==> src/rtl/branch_pkg.sv <==
// Shared definitions for the branch resolve unit: condition encodings, BHT
// counter constants and the saturating counter step.
// Optional feature macro: BRANCH_STATS_EN (resolved/mispredict counters).
package branch_pkg;

    typedef enum logic [2:0] {
        BR_NONE = 3'd0,
        BR_BEQ  = 3'd1,
        BR_BNE  = 3'd2,
        BR_BLEZ = 3'd3,
        BR_BGTZ = 3'd4,
        BR_BLTZ = 3'd5,
        BR_BGEZ = 3'd6,
        BR_RSVD = 3'd7
    } br_op_e;

    localparam int          CTR_W         = 2;
    localparam logic [CTR_W-1:0] BHT_RESET_VAL = 2'b01;

`ifdef BRANCH_STATS_EN
    localparam bit STATS_EN = 1'b1;
`else
    localparam bit STATS_EN = 1'b0;
`endif

    // Saturating 2-bit step: up on taken, down on not-taken, clamp at 11/00.
    function automatic logic [CTR_W-1:0] ctr_next(input logic [CTR_W-1:0] c,
                                                   input logic taken);
        logic [CTR_W-1:0] n;
        n = c;
        if (taken) begin
            if (c != 2'b11) n = c + 2'd1;
        end else begin
            if (c != 2'b00) n = c - 2'd1;
        end
        return n;
    endfunction

endpackage

==> src/rtl/bht_table.sv <==
// Branch history table: DEPTH 2-bit saturating counters, combinational read,
// synchronous saturating update, async active-low reset to weakly not-taken.
module bht_table
    import branch_pkg::*;
#(
    parameter int DEPTH = 16,
    parameter int IDX_W = $clog2(DEPTH)
) (
    input  logic             clk,
    input  logic             reset,
    input  logic [IDX_W-1:0] rd_idx,
    output logic [CTR_W-1:0] rd_ctr,
    input  logic             wr_en,
    input  logic [IDX_W-1:0] wr_idx,
    input  logic             wr_taken
);

    logic [DEPTH-1:0][CTR_W-1:0] ctr_q;

    // Read sees the pre-update value so the prediction matches what resolves.
    assign rd_ctr = ctr_q[rd_idx];

    // Counter storage with saturating update on a resolving branch.
    always_ff @(posedge clk or negedge reset) begin
        if (!reset) begin
            for (int i = 0; i < DEPTH; i++) ctr_q[i] <= BHT_RESET_VAL;
        end else if (wr_en) begin
            ctr_q[wr_idx] <= ctr_next(ctr_q[wr_idx], wr_taken);
        end
    end

endmodule

==> src/rtl/branch_resolve_unit.sv <==
// D->E branch resolver: evaluates the six MIPS branch conditions, predicts
// from a PC-indexed BHT and registers taken/resolved/mispredict one cycle on.
// Optional feature macro: BRANCH_STATS_EN (stat_* counters; tied 0 otherwise).
module branch_resolve_unit
    import branch_pkg::*;
#(
    parameter int WIDTH     = 32,
    parameter int BHT_DEPTH = 16,
    parameter int IDX_LSB   = 2
) (
    input  logic             clk,
    input  logic             reset,
    input  logic             valid_i,
    input  logic             stall_i,
    input  logic             flush_i,
    input  logic [2:0]       op_i,
    input  logic [WIDTH-1:0] a_i,
    input  logic [WIDTH-1:0] b_i,
    input  logic [31:0]      pc_i,
    output logic             pred_taken_o,
    output logic             taken_o,
    output logic             resolved_o,
    output logic             mispredict_o,
    output logic [31:0]      stat_branches_o,
    output logic [31:0]      stat_mispred_o
);

    localparam int IDX_W = $clog2(BHT_DEPTH);

    logic [IDX_W-1:0] idx;
    logic [CTR_W-1:0] ctr;
    logic             cond;
    logic             op_ok;
    logic             fire;
    logic             a_zero;
    logic             a_neg;
    logic             taken_q, resolved_q, mispred_q;
    logic             unused_pc;

    assign idx       = pc_i[IDX_LSB +: IDX_W];
    assign unused_pc = ^pc_i;
    assign a_zero    = (a_i == '0);
    assign a_neg     = a_i[WIDTH-1];

    bht_table #(
        .DEPTH (BHT_DEPTH),
        .IDX_W (IDX_W)
    ) u_bht (
        .clk      (clk),
        .reset    (reset),
        .rd_idx   (idx),
        .rd_ctr   (ctr),
        .wr_en    (fire),
        .wr_idx   (idx),
        .wr_taken (cond)
    );

    assign pred_taken_o = ctr[CTR_W-1];

    // Branch condition decode; NONE and the reserved code never take.
    always_comb begin
        cond  = 1'b0;
        op_ok = 1'b1;
        case (op_i)
            BR_BEQ:  cond = (a_i == b_i);
            BR_BNE:  cond = (a_i != b_i);
            BR_BLEZ: cond = a_neg | a_zero;
            BR_BGTZ: cond = ~a_neg & ~a_zero;
            BR_BLTZ: cond = a_neg;
            BR_BGEZ: cond = ~a_neg;
            default: op_ok = 1'b0;
        endcase
    end

    assign fire = valid_i & ~stall_i & ~flush_i & op_ok;

    // Result register: flush clears, stall holds, otherwise capture this cycle.
    always_ff @(posedge clk or negedge reset) begin
        if (!reset) begin
            taken_q    <= 1'b0;
            resolved_q <= 1'b0;
            mispred_q  <= 1'b0;
        end else if (flush_i) begin
            taken_q    <= 1'b0;
            resolved_q <= 1'b0;
            mispred_q  <= 1'b0;
        end else if (!stall_i) begin
            taken_q    <= fire & cond;
            resolved_q <= fire;
            mispred_q  <= fire & (cond ^ pred_taken_o);
        end
    end

    assign taken_o      = taken_q;
    assign resolved_o   = resolved_q;
    assign mispredict_o = mispred_q;

`ifdef BRANCH_STATS_EN
    logic [31:0] stat_br_q, stat_mp_q;

    // Saturating event counters; fire already excludes stall and flush.
    always_ff @(posedge clk or negedge reset) begin
        if (!reset) begin
            stat_br_q <= '0;
            stat_mp_q <= '0;
        end else if (fire) begin
            if (stat_br_q != 32'hFFFF_FFFF) stat_br_q <= stat_br_q + 32'd1;
            if ((cond ^ pred_taken_o) && (stat_mp_q != 32'hFFFF_FFFF))
                stat_mp_q <= stat_mp_q + 32'd1;
        end
    end

    assign stat_branches_o = stat_br_q;
    assign stat_mispred_o  = stat_mp_q;
`else
    assign stat_branches_o = '0;
    assign stat_mispred_o  = '0;
`endif

endmodule

==> config.mk <==
export PLATFORM = sky130hd
export DESIGN_NAME = branch_resolve_unit
export DESIGN_NICKNAME = d
export VERILOG_FILES = /design/src/rtl/branch_pkg.sv /design/src/rtl/bht_table.sv /design/src/rtl/branch_resolve_unit.sv
export SDC_FILE = /design/constraint.sdc
export NUM_CORES = 1
export LEC_CHECK = 0
export BUFFER_PORTS_ARGS = -buffer_cell sky130_fd_sc_hd__buf_4
export CORE_AREA = 5 5 90 92
export CTS_BUF_LIST = sky130_fd_sc_hd__clkbuf_2 sky130_fd_sc_hd__clkbuf_4 sky130_fd_sc_hd__clkbuf_8
export DETAILED_ROUTE_END_ITERATION = 12
export DIE_AREA = 0 0 95 97
export GPL_TIMING_DRIVEN = 0
export PLACE_DENSITY = 0.86
export SYNTH_ARGS = -nofsm -noshare
export SYNTH_HDL_FRONTEND = slang
export SYNTH_SLANG_ARGS = --single-unit
==> constraint.sdc <==
create_clock -name clk -period 2 [get_ports clk]
set_input_delay 0.1 -clock clk [delete_from_list [all_inputs] [get_ports clk]]
set_output_delay 0.1 -clock clk [all_outputs]
set_load 0.005 [all_outputs]
==> results.md <==
* Status: complete, but fails checks
* Failing checks: negative setup slack
* Yosys cell types at 43
* Post-DP HPWL at 6500 um
* Crit-path max FO at 7
* Pwr dens at 531 nW/um2
* Total GRT Usage at 16.6%
* Share of cells above drive strength 1 at 49.1%
* Initial core utilization at 39.0%
* WL per Instance at 14.7 um
* Seq/Total Area, Yosys at 32.2%
* Number of synthesized flops with an enable pin at 0
* Psw at 0.000621 W
* Ys Warns at 0
* Sequential Power Share at 40.6%
* CTS clk-pin slew, worst paths at 70 ps
* Switching Fraction at 29.7%
* CTS Buf Count at 5
* Peak VDD IR at 0.350 mV
* Leading area contributor after synthesis: buf_4
* Pins Over Slew Limit at 0
* Share of flip-flops with an asynchronous set or reset at 100%
* Tcrit/Tclk final at 109%
* Final ANT Viol Nets at 0
* Area share of the largest cell type after synthesis at 17.3%
* Leakage at 1.92 nW
* Slew margin rel. at 56.8%
* Die Area at 9220 um2
* First-pass iteration count of the detailed router at 4
* Comb pwr share at 34.8%
* Mapped cell area at 2790 um2
* RSZ-0062 raised after global routing: yes
* Die W at 95 um
* Crit. End Element: register
* Wirelength, routed at 7950 um
* Port buffer count at 77
* WP data arrival at 2360 ps
* #FFs+latches synth at 35
* Post-Syn Area per Cell at 9.70 um2
* Internal Pwr Total at 0.00147 W
* Vias at 2453
* Min-Delay Path Class: input pin to register
* Most frequent cells in the layout: buf_4 (144), conb_1 (64), nand2_1 (44)
* DRC Markers at 0
* CTS tree: yes
* Area growth from synthesis to layout at 41.3%
* Met3 usage at 4.50%
* Fin worst setup slack at -174 ps
* Most common cell after layout, fill and taps aside: buf_4
* Final setup viols at 31
* Worst reg-to-reg setup slack at -170 ps
* Io pins at 172
* Final core occ at 55.1%
* CP Data Required Time at 2180 ps
* Die span in y at 97 um
* Max Freq at 0.460 GHz
* Clk buf depth at 2
* Gr ovfl total at 0
* RD Place Congestion at 0.858
* Top_reg_cell synth: dfrtp_1
* 1st-iter DRT viols at 126
* CP Class: register to register
* Root buffer cell: clkbuf_8
* # fillers at 644
* Core box area at 7140 um2
* Cells after synthesis at 287
* Minimum clock period at 2170 ps
* Clk sinks at 35
* Setup Skew at 5.50 ps
* Row count at 31
* Reg2Reg Depth at 7
* Max_cap viols at 0
* Final Hold Viols at 0
* Tightest Pin Transition at 647 ps
* Startpoint types: register
* GRT busiest layer: met2
* Area contributors post-synth: buf_4 (17%), dfrtp_1 (17%), dfstp_2 (15%)
* Clk pwr share at 24.6%
* H-Tree Depth at 2
* N_diodes at 0
* Met1 GRT Util at 18.3%
* Vias in the first global route at 2480
* Initial antenna violation count at 0
* Largest net degree at the start of global routing at 36
* # nets final at 545
* First-pass GRT wire length at 12200 um
* Via density at 4.53
* GR Util met2 at 30.2%
* Clock Latency Late Sink at 300 ps
* Hold path depth at 3
* Hold slack at 157 ps
flip-flops by register name (all words and copies together) (netlist names):
name,cells
resolved_o,1
mispredict_o,1
u_bht.ctr_q,32
taken_o,1
what timing repair did:
item,in CTS,in global routing
setup buffers,4,1
pin swaps,4,2
endpoints found under the setup margin,27,32
cloned,2,0
gates resized for setup,14,5
hold buffers,1,0
endpoints found under the hold margin,19,0
per-layer routing:
metal | up-vias | part of all wire (%)
met3 | 20 | 10
met2 | 113 | 52
met5 | - | 0
li1 | 1188 | -
met4 | 0 | 2.3
met1 | 1132 | 35
per-stage QoR:
step	instances	setup WS, ps	setup TNS [ps]	power, W	area, um2
finish	541	-174	-3580	0.00209	3940
global route	541	-241	-5680	0.00221	3940
detailed placement	526	-439	-9380	0.00150	3720
global placement	526	-391	-6870	0.00147	3720
floorplan	350	-10.2	-20.4	0.00127	3010
CTS	541	-159	-2870	0.00210	3940
final cells by class:
cell class	instances	area, um2	area share [%]
buffer	70	554	14.1
clock buffer	6	76.3	1.94
clock inverter	2	12.5	0.318
inverter	4	15.0	0.382
multi-input combinational	241	1600	40.8
sequential	35	896	22.8
tap	99	124	3.15
timing repair buffer	84	653	16.6
path summary, 6_finish.rpt:
check                                      from         endpoint
worst max register to register  u_bht.ctr_q[30]  u_bht.ctr_q[19]
worst min register to register  u_bht.ctr_q[22]  u_bht.ctr_q[22]
worst min-delay path                    flush_i       resolved_o
min in group asynchronous                 reset   u_bht.ctr_q[5]
max in group asynchronous                 reset  u_bht.ctr_q[20]
worst max-delay path            u_bht.ctr_q[30]  u_bht.ctr_q[19]
critical path, stage by stage, from the launching register on:
cell,delay [ps]
dfstp_2,370
mux4_2,470
mux4_2,530
or2_1,260
o21ai_4,90
buf_12,150
buf_12,120
mux2i_4,50
cells by family after synthesis:
logic type	after synthesis	synth area share [%]
compound gates	39	9.57
xor+xnor	33	10.4
buf+inv	74	20.4
flops	35	32.2
mux	13	10.2
other cells	1	0.135
simple gates	92	17.2
cells in the mapped netlist, types with 2 or more instances:
| cell | instances |
|---|---|
| a22o_1 | 2 |
| and2b_2 | 2 |
| buf_4 | 64 |
| buf_6 | 2 |
| clkbuf_8 | 2 |
| dfrtp_1 | 19 |
| dfstp_2 | 16 |
| inv_1 | 4 |
| mux2i_1 | 2 |
| mux2i_4 | 2 |
| mux4_1 | 4 |
| mux4_2 | 5 |
| nand2_1 | 44 |
| nand3_1 | 8 |
| nand4_1 | 11 |
| nor2_1 | 4 |
| nor4_1 | 10 |
| o21ai_0 | 7 |
| o21ai_1 | 13 |
| o21ai_2 | 11 |
| or4_1 | 2 |
| xnor2_1 | 32 |
power by group through the flow:
| stage | Sequential (W) | Combinational (W) | Clock [W] |
|---|---|---|---|
| global placement | 0.000854 | 0.000621 | 0 |
| global route | 0.000857 | 0.000786 | 0.000563 |
| finish | 0.000848 | 0.000728 | 0.000514 |
| detailed placement | 0.000859 | 0.000637 | 0 |
| CTS | 0.000848 | 0.000720 | 0.000533 |
| floorplan | 0.000845 | 0.000420 | 0 |
Power figures use the tool's default switching activity.
